## src/rtl/vga_pkg.sv

```systemverilog
// rtl/vga_pkg.sv - shared VGA constants, pattern encodings and colour-bar lookup
package vga_pkg;

    localparam int H_VISIBLE = 800;
    localparam int V_VISIBLE = 600;
    localparam int BAR_SPAN  = H_VISIBLE / 8;

    typedef enum logic [1:0] {
        PAT_EXT   = 2'd0,
        PAT_BARS  = 2'd1,
        PAT_CHECK = 2'd2,
        PAT_BAR   = 2'd3
    } pattern_e;

    localparam logic [7:0] COL_WHITE   = 8'hFF;
    localparam logic [7:0] COL_YELLOW  = 8'hFC;
    localparam logic [7:0] COL_CYAN    = 8'h1F;
    localparam logic [7:0] COL_GREEN   = 8'h1C;
    localparam logic [7:0] COL_MAGENTA = 8'hE3;
    localparam logic [7:0] COL_RED     = 8'hE0;
    localparam logic [7:0] COL_BLUE    = 8'h03;
    localparam logic [7:0] COL_BLACK   = 8'h00;

    // Comparator chain instead of x / BAR_SPAN keeps a divider out of the pixel path.
    function automatic logic [7:0] colour_bar(input logic [10:0] x);
        if      (x < 11'(1 * BAR_SPAN)) return COL_WHITE;
        else if (x < 11'(2 * BAR_SPAN)) return COL_YELLOW;
        else if (x < 11'(3 * BAR_SPAN)) return COL_CYAN;
        else if (x < 11'(4 * BAR_SPAN)) return COL_GREEN;
        else if (x < 11'(5 * BAR_SPAN)) return COL_MAGENTA;
        else if (x < 11'(6 * BAR_SPAN)) return COL_RED;
        else if (x < 11'(7 * BAR_SPAN)) return COL_BLUE;
        else                            return COL_BLACK;
    endfunction

endpackage

```

## src/rtl/vga_colour_expand.sv

```systemverilog
// rtl/vga_colour_expand.sv - 3-3-2 to 8-8-8 bit-replication expander with blanking
module vga_colour_expand (
    input  logic [7:0] colour,
    input  logic       de,
    output logic [7:0] red,
    output logic [7:0] green,
    output logic [7:0] blue
);

    logic [2:0] r;
    logic [2:0] g;
    logic [1:0] b;

    always_comb begin
        r = colour[7:5];
        g = colour[4:2];
        b = colour[1:0];
        red   = 8'h00;
        green = 8'h00;
        blue  = 8'h00;
        if (de) begin
            red   = {r, r, r[2:1]};
            green = {g, g, g[2:1]};
            blue  = {b, b, b, b};
        end
    end

endmodule

```

## src/rtl/vga_pixel_out.sv

```systemverilog
// rtl/vga_pixel_out.sv - two-stage VGA pixel output with test patterns and aligned sync
module vga_pixel_out
    import vga_pkg::*;
#(
    parameter int BAR_WIDTH  = 16,
    parameter int BAR_STEP   = 4,
    parameter int CHECK_LOG2 = 5
) (
    input  logic        pixel_clk,
    input  logic        reset,
    input  logic        h_sync_in,
    input  logic        v_sync_in,
    input  logic        de_in,
    input  logic [9:0]  x_in,
    input  logic [9:0]  y_in,
    input  logic [7:0]  colour_in,
    input  logic [1:0]  pattern_sel,
    output logic [7:0]  red,
    output logic [7:0]  green,
    output logic [7:0]  blue,
    output logic        h_sync,
    output logic        v_sync,
    output logic        de,
    output logic        frame_start,
    output logic [15:0] frame_count
);

    logic        hs1_q, hs1_d, vs1_q, vs1_d, de1_q, de1_d, ychk1_q, ychk1_d;
    logic [9:0]  x1_q, x1_d;
    logic [7:0]  col1_q, col1_d;
    logic        hs2_q, hs2_d, vs2_q, vs2_d, de2_q, de2_d;
    logic [7:0]  red_q, red_d, green_q, green_d, blue_q, blue_d;
    logic        frame_start_q, frame_start_d;
    logic [15:0] frame_count_q, frame_count_d;
    pattern_e    active_pattern_q, active_pattern_d;
    logic [10:0] bar_pos_q, bar_pos_d;

    logic        vs_fall;
    logic [10:0] bar_next, bar_end, x_ext;
    logic [7:0]  pat_colour;
    logic [7:0]  exp_red, exp_green, exp_blue;

    // Stage 1 capture, frame-edge state and 3-3-2 pattern selection.
    always_comb begin
        vs_fall          = ~v_sync_in & vs1_q;
        hs1_d            = h_sync_in;
        vs1_d            = v_sync_in;
        de1_d            = de_in;
        x1_d             = x_in;
        ychk1_d          = y_in[CHECK_LOG2];
        col1_d           = colour_in;
        active_pattern_d = active_pattern_q;
        frame_count_d    = frame_count_q;
        bar_pos_d        = bar_pos_q;
        bar_next         = bar_pos_q + 11'(BAR_STEP);
        if (vs_fall) begin
            active_pattern_d = pattern_e'(pattern_sel);
            frame_count_d    = frame_count_q + 16'd1;
            bar_pos_d        = (bar_next > 11'(H_VISIBLE - BAR_WIDTH)) ? 11'd0 : bar_next;
        end
        x_ext   = {1'b0, x1_q};
        bar_end = bar_pos_q + 11'(BAR_WIDTH);
        case (active_pattern_q)
            PAT_EXT:   pat_colour = col1_q;
            PAT_BARS:  pat_colour = colour_bar(x_ext);
            PAT_CHECK: pat_colour = (x1_q[CHECK_LOG2] ^ ychk1_q) ? COL_WHITE : COL_BLACK;
            default:   pat_colour = (x_ext >= bar_pos_q && x_ext < bar_end) ? COL_WHITE : COL_BLACK;
        endcase
    end

    vga_colour_expand u_expand (
        .colour (pat_colour),
        .de     (de1_q),
        .red    (exp_red),
        .green  (exp_green),
        .blue   (exp_blue)
    );

    // Stage 2: frame_start marks the cycle where v_sync output first drops.
    always_comb begin
        hs2_d         = hs1_q;
        vs2_d         = vs1_q;
        de2_d         = de1_q;
        frame_start_d = ~vs1_q & vs2_q;
        red_d         = exp_red;
        green_d       = exp_green;
        blue_d        = exp_blue;
    end

    always_ff @(posedge pixel_clk or negedge reset) begin
        if (!reset) begin
            hs1_q            <= 1'b1;
            vs1_q            <= 1'b1;
            de1_q            <= 1'b0;
            ychk1_q          <= 1'b0;
            x1_q             <= 10'd0;
            col1_q           <= 8'h00;
            hs2_q            <= 1'b1;
            vs2_q            <= 1'b1;
            de2_q            <= 1'b0;
            red_q            <= 8'h00;
            green_q          <= 8'h00;
            blue_q           <= 8'h00;
            frame_start_q    <= 1'b0;
            frame_count_q    <= 16'd0;
            active_pattern_q <= PAT_EXT;
            bar_pos_q        <= 11'd0;
        end else begin
            hs1_q            <= hs1_d;
            vs1_q            <= vs1_d;
            de1_q            <= de1_d;
            ychk1_q          <= ychk1_d;
            x1_q             <= x1_d;
            col1_q           <= col1_d;
            hs2_q            <= hs2_d;
            vs2_q            <= vs2_d;
            de2_q            <= de2_d;
            red_q            <= red_d;
            green_q          <= green_d;
            blue_q           <= blue_d;
            frame_start_q    <= frame_start_d;
            frame_count_q    <= frame_count_d;
            active_pattern_q <= active_pattern_d;
            bar_pos_q        <= bar_pos_d;
        end
    end

    assign red         = red_q;
    assign green       = green_q;
    assign blue        = blue_q;
    assign h_sync      = hs2_q;
    assign v_sync      = vs2_q;
    assign de          = de2_q;
    assign frame_start = frame_start_q;
    assign frame_count = frame_count_q;

endmodule
```

## config.mk

```make
export PLATFORM = sky130hd
export DESIGN_NAME = vga_pixel_out
export DESIGN_NICKNAME = d
export VERILOG_FILES = /design/src/rtl/vga_pkg.sv /design/src/rtl/vga_colour_expand.sv /design/src/rtl/vga_pixel_out.sv
export SDC_FILE = /design/constraint.sdc
export NUM_CORES = 1
export LEC_CHECK = 0
export ABC_AREA = 1
export CAP_MARGIN = 30
export CORE_UTILIZATION = 40
export DETAILED_ROUTE_END_ITERATION = 7
export GPL_ROUTABILITY_DRIVEN = 0
export MAX_ROUTING_LAYER = met4
export PLACE_DENSITY = 0.66
export SETUP_SLACK_MARGIN = 0.2
export SLEW_MARGIN = 20
export SYNTH_ARGS = -nofsm -noshare
export SYNTH_HDL_FRONTEND = slang
export SYNTH_HIERARCHICAL = 1
export SYNTH_SLANG_ARGS = --single-unit
export TNS_END_PERCENT = 10
```

## constraint.sdc

```tcl
create_clock -name pixel_clk -period 2.87 [get_ports pixel_clk]
set_input_delay 0.287 -clock pixel_clk [delete_from_list [all_inputs] [get_ports pixel_clk]]
set_output_delay 0.287 -clock pixel_clk [all_outputs]
set_load 0.01 [all_outputs]
```

==> impl_metrics.ini <==
[layout]
fill_cells = 742
instances_no_fill = 522
diodes = 0
final_util = 0.5207
area_delta_synth_final_pct = 25.01
num-nets-final = 464
layout-drive-gt1-share = 0.1031

[die]
coreArea_sq_um = 8299
die_w_um = 94.97
top_level_ports = 79
rows = 33
die_h_um = 94.97
start_util = 0.4166
dieArea_sq_um = 9018

[route]
drt-vias-per-instance = 4.588
avgRoutedWirePerCell_um = 11.62
num_vias = 2395
firstDrtPassIters = 4
antenna_left = 0
wl_um = 6064
drc = 0
dr.first_iter.drc_count = 76

[timing]
hold_slack_ns = 0.3396
worst_slew_pin_slew_ns = 0.4702
fmax_mhz = 447.4
rsz0062_at_grt = no
period_share = 0.7787
skew_ns = 0.01387
fin_crit_ns = 2.235
finalHoldViolCount = 0
slew_headroom = 0.6854
setup_viol = 0
setup_tns_ns = 0
final_max_slew_viol_count = 0

[grt]
overflow = 0
antenna_found_initial = 0
grt_max_degree = 76
grt_pass1_wl_um = 10220
grt_pass1_vias = 2327
grtUsageTotal = 0.1536

[cts]
h-tree-depth = 3
ctsHoldBuffers = 0
clock-sinks = 75
path_clk_slew_ns = 0.09
cts_setup_buffers = 0
cts-root-buf = clkbuf_8
cts_buffer_depth = 2
numCtsBuffers = 9
clk_latency_ns = 0.35
cts_tree = done
cts_resized = 0

[power]
p_sw_frac = 0.3276
leakage_nw = 2.090
cellInternalPower_mw = 1.903
p_seq_frac = 0.469
peakVddDrop_mv = 0.3737
p_clk_frac = 0.260
pwr-share-comb = 0.271
power_per_cell_area_nw_per_um2 = 654.8
p_sw_mw = 0.9269

[critical_path]
crit_required_ns = 3.09
critPathMaxFanout = 8
arrival_ns = 2.46
cp-start-kind = flop
critPathKind = reg2reg
endpoint_kind = flop

[logic_synthesis]
synth_common_cells = 85 x nand2_1, 71 x dfrtp_1, 41 x inv_1, 18 x xor2_1, 17 x ha_1
avgSynthCellArea_sq_um = 9.793
synthCells = 353
synth.distinct_cells = 32
synthTopCellsByArea = dfrtp_1 51%, nand2_1 9.2%, ha_1 6.2%, xor2_1 4.6%, inv_1 4.5%
synth.most_common_cell = nand2_1
yosysTopAreaCell = dfrtp_1
yosysWarnings = 6
synth-seq-cells = 75
synth_top_area_frac = 0.5139
synth-edff-count = 0
seq_area_frac_synth = 0.5443
async_reset_ff_frac = 1.000
yosys_most_used_dff = dfrtp_1
syn-num-nets = 405
syn_area_sq_um = 3457

[placed_design]
dp_cells = 504
port_buffers = 67
dp_hpwl_um = 4442

[run]
cap_viol_max_count = 0

[worst_hold_path]
hold_path.class = in2reg

[status]
status = finished clean
-- registers in the layout (all words and copies together) (netlist names), 2 cells and up --
| signal | count |
|---|---|
| blue | 8 |
| green | 8 |
| frame_count | 16 |
| col1_q | 8 |
| bar_pos_q | 9 |
| x1_q | 8 |
| red | 8 |
| active_pattern_q | 2 |
-- power groups by stage --
stage	combinational [mW]	sequential, mW	clock (mW)
after floorplan	0.482	1.36	0
after global placement	0.748	1.34	0
after detailed placement	0.768	1.35	0
after CTS	0.774	1.33	0.766
after global routing	0.877	1.35	0.810
final	0.767	1.33	0.737
-- through the flow --
stage	setup WS, ns	cell area, sq um	power, mW
2_1_floorplan	0.7954	3457	1.838
3_3_place_gp	0.6625	4111	2.091
3_5_place_dp	0.6050	4111	2.115
4_1_cts	0.5852	4292	2.868
5_1_grt	0.3737	4322	3.036
6_report	0.6351	4322	2.830
-- critical path, cell delays in order, from the launching register on --
cell and delay (ns):
dfrtp_1 0.46, ha_1 0.25, nand3_1 0.13, xor2_1 0.17, ha_1 0.30, nand2_1 0.05, inv_1 0.04, nand2_1 0.04
nand2_1 0.05, nand2_1 0.04, nand2_1 0.05, nand2_1 0.04, nand2_1 0.21, nand4_1 0.12, nand2_1 0.09, inv_1 0.07
-- final timing paths --
check / start / to / slack, ns / cells after the start
setup / recovery: bar_pos_q[4]$_DFFE_PN0P_ / blue[6]$_DFF_PN0_ / 0.64 / 15
hold / removal: h_sync_in / hs1_q$_DFF_PN1_ / 0.34 / 1
setup reg to reg: bar_pos_q[4]$_DFFE_PN0P_ / blue[6]$_DFF_PN0_ / 0.64 / 15
hold reg to reg: hs1_q$_DFF_PN1_ / h_sync$_DFF_PN1_ / 0.36 / 0
max in group asynchronous: reset / v_sync$_DFF_PN1_ / 1.87 / 3
min in group asynchronous: reset / green[1]$_DFF_PN0_ / 0.38 / 2
-- metal layers --
layer	wire length, um	up-vias	global-route usage
li1	-	1211	-
met1	2778	1106	0.1831
met2	2892	67	0.2404
met3	267	11	0.03382
met4	125	0	0.08586
met5	0	-	-
-- cell usage in the layout (no fill, tap or decap), drive strengths merged, types with 4 or more instances in the layout --
| cell | count |
|---|---|
| xor2 | 18 |
| o21ai | 5 |
| dfrtp | 71 |
| nand2 | 88 |
| inv | 45 |
| clkbuf | 9 |
| dfstp | 4 |
| xnor2 | 8 |
| a21oi | 15 |
| nor3 | 7 |
| nor2 | 21 |
| nand3 | 14 |
| clkdlybuf4s50 | 66 |
| o22ai | 6 |
| ha | 17 |
| or2 | 6 |
-- cell families after synthesis --
family | Yosys count | synth area share
AOI/OAI and AO/OA | 31 | 0.05067
xor gates and xnor gates | 26 | 0.06587
adders and majority gates | 17 | 0.06153
buffers and inverters | 63 | 0.08867
DFF | 75 | 0.5443
and+or+nand+nor | 141 | 0.1889
-- cell type report --
type,count,area (sq um),share of cell area
Clock buffer,9,123.9,0.02866
Clock inverter,7,56.30,0.01303
Multi-Input combinational cell,215,1269,0.2936
Sequential cell,75,1882,0.4354
Inverter,41,153.9,0.03561
Tap cell,105,131.4,0.03040
Timing Repair Buffer,70,705.7,0.1633
No activity file was read; power rests on OpenSTA's default activity.
